==> src/rtl/touch_scan_sequencer.sv <==
// Scan sequencer for a 4-wire resistive touch panel: settles each electrode set-up,
// requests ADC conversions over a req/ack handshake, averages X/Y and reports a coordinate.
//
// state        | meaning
// -------------+-----------------------------------------------------------
// IDLE         | drives off, waiting for ENABLE
// PEN_SETTLE   | pen-detect configuration applied, waiting to settle
// PEN_SAMPLE   | one pen-detect conversion
// X_SETTLE     | X-measure configuration applied, waiting to settle
// X_SAMPLE     | collecting the X samples
// Y_SETTLE     | Y-measure configuration applied, waiting to settle
// Y_SAMPLE     | collecting the Y samples
// CHK_SETTLE   | pen-detect configuration re-applied after the axes
// CHK_SAMPLE   | confirm the pen is still down before reporting
// REPORT       | coordinate outputs updated, XY_VALID high
module touch_scan_sequencer #(
    parameter int unsigned      ADC_W         = 12,
    parameter int unsigned      AVG_LOG2      = 2,
    parameter int unsigned      SETTLE_CYCLES = 1000,
    parameter logic [ADC_W-1:0] PEN_THRESH    = ADC_W'('h100)
) (
    input  logic             FAB_CLK,
    input  logic             FAB_RST,
    input  logic             ENABLE,
    output logic [3:0]       DRIVE_EN,
    output logic [3:0]       DRIVE_VAL,
    output logic             SAMPLE_REQ,
    output logic             SAMPLE_CH,
    input  logic             SAMPLE_ACK,
    input  logic [ADC_W-1:0] SAMPLE_DATA,
    output logic [ADC_W-1:0] X_OUT,
    output logic [ADC_W-1:0] Y_OUT,
    output logic             XY_VALID,
    output logic             PEN_DOWN
);

    localparam int unsigned ACC_W  = ADC_W + AVG_LOG2;
    localparam int unsigned SCNT_W = (AVG_LOG2 > 0) ? AVG_LOG2 : 1;
    localparam int unsigned CNT_W  = $clog2(SETTLE_CYCLES + 1);
    localparam logic [SCNT_W-1:0] LAST_SMP    = SCNT_W'((1 << AVG_LOG2) - 1);
    localparam logic [CNT_W-1:0]  SETTLE_LOAD = CNT_W'(SETTLE_CYCLES - 1);

    typedef enum logic [3:0] {
        S_IDLE,
        S_PEN_SETTLE,
        S_PEN_SAMPLE,
        S_X_SETTLE,
        S_X_SAMPLE,
        S_Y_SETTLE,
        S_Y_SAMPLE,
        S_CHK_SETTLE,
        S_CHK_SAMPLE,
        S_REPORT
    } state_t;

    state_t            state_q, state_d;
    logic [CNT_W-1:0]  settle_q, settle_d;
    logic [SCNT_W-1:0] scnt_q, scnt_d;
    logic [ACC_W-1:0]  acc_q, acc_d;
    logic [ADC_W-1:0]  x_res_q, x_res_d;
    logic [ADC_W-1:0]  y_res_q, y_res_d;
    logic [ADC_W-1:0]  x_out_q, x_out_d;
    logic [ADC_W-1:0]  y_out_q, y_out_d;
    logic              pen_q, pen_d;
    logic              gap_q, gap_d;

    logic [ACC_W-1:0]  acc_sum;
    logic              captured;
    logic              pen_hit;
    logic              settle_done;
    logic              last_smp;

    function automatic logic is_settle(input state_t s);
        return s inside {S_PEN_SETTLE, S_X_SETTLE, S_Y_SETTLE, S_CHK_SETTLE};
    endfunction

    always_ff @(posedge FAB_CLK) begin
        if (FAB_RST) begin
            state_q  <= S_IDLE;
            settle_q <= '0;
            scnt_q   <= '0;
            acc_q    <= '0;
            x_res_q  <= '0;
            y_res_q  <= '0;
            x_out_q  <= '0;
            y_out_q  <= '0;
            pen_q    <= 1'b0;
            gap_q    <= 1'b0;
        end else begin
            state_q  <= state_d;
            settle_q <= settle_d;
            scnt_q   <= scnt_d;
            acc_q    <= acc_d;
            x_res_q  <= x_res_d;
            y_res_q  <= y_res_d;
            x_out_q  <= x_out_d;
            y_out_q  <= y_out_d;
            pen_q    <= pen_d;
            gap_q    <= gap_d;
        end
    end

    always_comb begin
        state_d     = state_q;
        settle_d    = settle_q;
        scnt_d      = scnt_q;
        acc_d       = acc_q;
        x_res_d     = x_res_q;
        y_res_d     = y_res_q;
        x_out_d     = x_out_q;
        y_out_d     = y_out_q;
        pen_d       = pen_q;
        gap_d       = 1'b0;
        acc_sum     = acc_q + ACC_W'(SAMPLE_DATA);
        captured    = SAMPLE_REQ && SAMPLE_ACK;
        pen_hit     = SAMPLE_DATA > PEN_THRESH;
        settle_done = (settle_q == '0);
        last_smp    = (scnt_q == LAST_SMP);

        if (!ENABLE) begin
            state_d = S_IDLE;
        end else begin
            // forces REQ low for one cycle after every accepted conversion
            gap_d = captured;
            case (state_q)
                S_IDLE: state_d = S_PEN_SETTLE;
                S_PEN_SETTLE: begin
                    settle_d = settle_q - CNT_W'(1);
                    if (settle_done) state_d = S_PEN_SAMPLE;
                end
                S_PEN_SAMPLE: begin
                    if (captured) begin
                        pen_d   = pen_hit;
                        state_d = pen_hit ? S_X_SETTLE : S_PEN_SETTLE;
                    end
                end
                S_X_SETTLE: begin
                    settle_d = settle_q - CNT_W'(1);
                    if (settle_done) state_d = S_X_SAMPLE;
                end
                S_Y_SETTLE: begin
                    settle_d = settle_q - CNT_W'(1);
                    if (settle_done) state_d = S_Y_SAMPLE;
                end
                S_X_SAMPLE, S_Y_SAMPLE: begin
                    if (captured) begin
                        acc_d  = acc_sum;
                        scnt_d = scnt_q + SCNT_W'(1);
                        if (last_smp) begin
                            if (state_q == S_X_SAMPLE) begin
                                x_res_d = ADC_W'(acc_sum >> AVG_LOG2);
                                state_d = S_Y_SETTLE;
                            end else begin
                                y_res_d = ADC_W'(acc_sum >> AVG_LOG2);
                                state_d = S_CHK_SETTLE;
                            end
                        end
                    end
                end
                S_CHK_SETTLE: begin
                    settle_d = settle_q - CNT_W'(1);
                    if (settle_done) state_d = S_CHK_SAMPLE;
                end
                S_CHK_SAMPLE: begin
                    if (captured) begin
                        if (pen_hit) begin
                            x_out_d = x_res_q;
                            y_out_d = y_res_q;
                            state_d = S_REPORT;
                        end else begin
                            pen_d   = 1'b0;
                            state_d = S_PEN_SETTLE;
                        end
                    end
                end
                S_REPORT: state_d = S_PEN_SETTLE;
                default:  state_d = S_IDLE;
            endcase
        end

        if (state_d != state_q && is_settle(state_d)) settle_d = SETTLE_LOAD;
        if (state_d != S_X_SAMPLE && state_d != S_Y_SAMPLE) begin
            acc_d  = '0;
            scnt_d = '0;
        end
    end

    always_comb begin
        DRIVE_EN   = 4'b0000;
        DRIVE_VAL  = 4'b0000;
        SAMPLE_CH  = 1'b0;
        SAMPLE_REQ = 1'b0;
        XY_VALID   = 1'b0;
        case (state_q)
            S_PEN_SETTLE, S_PEN_SAMPLE, S_CHK_SETTLE, S_CHK_SAMPLE, S_REPORT: begin
                DRIVE_EN  = 4'b1001;
                DRIVE_VAL = 4'b1000;
                SAMPLE_CH = 1'b1;
            end
            S_X_SETTLE, S_X_SAMPLE: begin
                DRIVE_EN  = 4'b1100;
                DRIVE_VAL = 4'b1000;
                SAMPLE_CH = 1'b1;
            end
            S_Y_SETTLE, S_Y_SAMPLE: begin
                DRIVE_EN  = 4'b0011;
                DRIVE_VAL = 4'b0010;
                SAMPLE_CH = 1'b0;
            end
            default: ;
        endcase
        SAMPLE_REQ = (state_q inside {S_PEN_SAMPLE, S_X_SAMPLE, S_Y_SAMPLE, S_CHK_SAMPLE}) && !gap_q;
        XY_VALID   = (state_q == S_REPORT);
    end

    assign X_OUT    = x_out_q;
    assign Y_OUT    = y_out_q;
    assign PEN_DOWN = pen_q;

endmodule

==> config.mk <==
export PLATFORM = sky130hd
export DESIGN_NAME = touch_scan_sequencer
export DESIGN_NICKNAME = d
export VERILOG_FILES = /design/src/rtl/touch_scan_sequencer.sv
export SDC_FILE = /design/constraint.sdc
export NUM_CORES = 1
export LEC_CHECK = 0
export CORE_MARGIN = 2
export CORE_UTILIZATION = 35
export DETAILED_ROUTE_END_ITERATION = 7
export PLACE_DENSITY_LB_ADDON = 0.15
export SLEW_MARGIN = 10
export SYNTH_ARGS = -nofsm -noshare
export SYNTH_HDL_FRONTEND = slang
export SYNTH_SLANG_ARGS = --single-unit
==> constraint.sdc <==
create_clock -name FAB_CLK -period 5.3 [get_ports FAB_CLK]
set_input_delay 0.53 -clock FAB_CLK [delete_from_list [all_inputs] [get_ports FAB_CLK]]
set_output_delay 0.53 -clock FAB_CLK [all_outputs]
set_load 0.005 [all_outputs]
==> flow_summary.toml <==
[place]
port_buffers = 49
placed_area_um2 = 4600
place_ws_ns = 2.31
place_congestion = 0.787
dp_hpwl_um = 6760

[finish]
fin_util_pct = 43.2
fin_area_um2 = 4910
regArea_um2 = 1600
layout.nets = 549
area_delta_synth_final_pct = 20.5
layout-drive-gt1-share_pct = 7.09
fillCellCount = 1160
multi_input_area_um2 = 2270
antenna-diode-count = 0

[clock_tree]
clock-sinks = 80
postCtsSetupBuffers = 0
clk_latency_ns = 0.35
clockBufferDepth = 2
cts_tree = "done"
cts_made_buffers = 9
root_buffer = "clkbuf_16"
h-tree-depth = 3
clkTransAtPathRegs_ns = 0.06
cts_resized = 0
hold_buffers = 0

[synthesis]
synth_area_leader_cell = "dfxtp_1"
synth.most_common_cell = "dfxtp_1"
ys_seq_elements = 80
synth_area_leaders = "dfxtp_1 (39%), nand2_1 (6.9%), mux2i_1 (6.4%)"
synth_common_cells = "dfxtp_1 (80), nand2_1 (75), nor2_1 (54)"
synth_area_um2 = 4070
ys.flop_type = "dfxtp_1"
synth_edf_count = 0
synth_top_area_share_pct = 39.3
async_flop_share_pct = 0
post_synth.cell_area_avg_um2 = 8.47
yosysSeqAreaShare_pct = 39.3
synth_cells = 481
synth_cell_types = 58
ys_warn_count = 0

[worst_setup_path]
crit_path_max_incr_delay_ns = 0.79
cp.required_ns = 4.77
worst-path-max-fanout = 23
crit_type = "flop to output pin"
crit_slowest_cell = "dfxtp_1"
worstSetupStartpointType = "flop"
critPathCaptureType = "output pin"
worstPathArrival_ns = 2.47
crit_chain = "or3b_2 -> a211oi_1 -> clkdlybuf4s50_1"

[global_route]
grt_max_degree = 60
grt_pass1_wl_um = 16100
grt_pass1_vias = 3286
antenna_found_initial = 0
grt_usage_pct = 16.2
overflow = 0

[die]
die_w_um = 112
start_util_pct = 35.8
rows = 39
die_h_um = 112
dieArea_um2 = 12500
pin_count = 52
core_um2 = 11400

[drt]
ant_nets = 0
drcViolationCount = 0
viasPerCell = 5.07
wirelength_um = 9640
avgRoutedWirePerCell_um = 14.5
num_vias = 3370
first_pass_iters = 4
first_iter_violations = 146

[sta]
fmax_mhz = 334
worst_slack_ns = 2.30
setup_tns_ns = 0
finClkSkew_ns = 0.0109
rsz0062_at_grt = "no"
slew_headroom_pct = 31.0
maxSlewViolCount = 0
fin_crit_sh_pct = 56.6
finalSetupViolCount = 0
tightestPinTransition_ns = 1.04
hold_viol_final = 0
finalCriticalPeriod_ns = 3.00

[power]
ir_drop_mv = 0.169
swShare_pct = 23.0
internal_power_mw = 1.03
switchingPower_uw = 307
pwr-share-comb_pct = 6.3
clkPwrFrac_pct = 47.4
powerDensity_nw_per_um2 = 272
power.share.sequential_pct = 46.3
p_leak_nw = 1.69

[run_status]
outcome = "finished, final reports clean"

[worst_hold_path]
min_path_type = "flop to flop"

[run]
maxCapViolCount = 0
## critical path: cells and delay by family (launching register included)
family	cells	cell delay, ns
buffers and inverters	1	0.53
flip-flops	1	0.79
AO/OA/AOI/OAI	1	0.23
AND/OR/NAND/NOR	1	0.57
## flip-flops by register name (all words and copies together), names as in the netlist
name / flops
acc_q: 14
X_OUT: 12
Y_OUT: 12
x_res_q: 12
y_res_q: 12
settle_q: 10
state_q: 4
scnt_q: 2
PEN_DOWN: 1
gap_q: 1
## logic make-up after synthesis
logic type / Yosys count / synth area share [%]
other: 1 / 0.0921
adder cells (fa/ha/maj): 16 / 5.10
multiplexers: 26 / 6.39
flip-flops: 80 / 39.3
XOR/XNOR: 20 / 4.30
AO/OA/AOI/OAI: 109 / 17.4
AND/OR/NAND/NOR: 190 / 22.2
buffers and inverters: 39 / 5.22
## path summary, 6_finish.rpt
path / end / depth (start not counted) / start / slack, ns
min: x_res_q[5] / 2 / x_res_q[5] / 0.46
max reg2reg: Y_OUT[6] / 5 / state_q[3] / 2.76
max: SAMPLE_REQ / 3 / state_q[3] / 2.30
min reg2reg: x_res_q[5] / 2 / x_res_q[5] / 0.46
## power by group through the flow
stage,clock network [mW],logic [mW],registers [mW]
after floorplan,0,0.0600,0.628
after global placement,0,0.0845,0.632
after detailed placement,0,0.0853,0.632
after CTS,0.651,0.0858,0.618
after global routing,0.679,0.0945,0.619
final,0.633,0.0846,0.619
## through the flow
step	instances	hold slack (ns)	power, mW
final	665	0.456	1.34
after CTS	665	0.460	1.36
after global routing	665	0.480	1.39
after floorplan	482	0.432	0.688
after detailed placement	649	0.451	0.717
after global placement	649	0.446	0.716
## routing by layer
metal  vias up  wire length, µm  share of wire, %  GRT usage (%)
li1       1750                -                 -              -
met2        45             4700                49           27.5
met4         0              170               1.8           6.91
met3        12              299               3.1           4.08
met1      1563             4470                46           19.5
met5         -                0                 0              0
## layout make-up
type                            instances  area share, %
Clock buffer                           11           4.95
Clock inverter                          5           1.30
Tap cell                              143           3.65
Timing Repair Buffer                   52           10.4
Multi-Input combinational cell        363           46.3
Inverter                               11          0.841
Sequential cell                        80           32.6
## layout by cell type (no fill, tap or decap), drive strengths merged, types with 2 or more instances in the layout
cell           synthesis  final
clkinv                 0      2
o21bai                 4      4
nand3b                 2      2
nand2b                 3      3
o21a                   2      2
a211oi                 6      6
a221oi                 3      3
o211a                  3      3
buf                   11      4
a21oi                 54     54
xnor2                 16     16
nand2                 75     75
or3b                   2      2
nor3                  18     18
clkdlybuf4s50          0     48
nand3                  8      8
a2111oi                3      3
xor2                   4      4
ha                    15     15
a31oi                  2      2
conb                   1      2
nor2b                  5      5
o31a                   3      3
or3                    5      5
clkbuf                17     11
mux2i                 26     26
nand4                  2      2
dfxtp                 80     80
inv                   11     12
nor2                  57     57
a21o                   5      5
o22ai                  2      2
nor4b                  2      2
o21ai                 12     12
nor4                   6      6
Note: power is estimated with default switching activity, not from simulation.
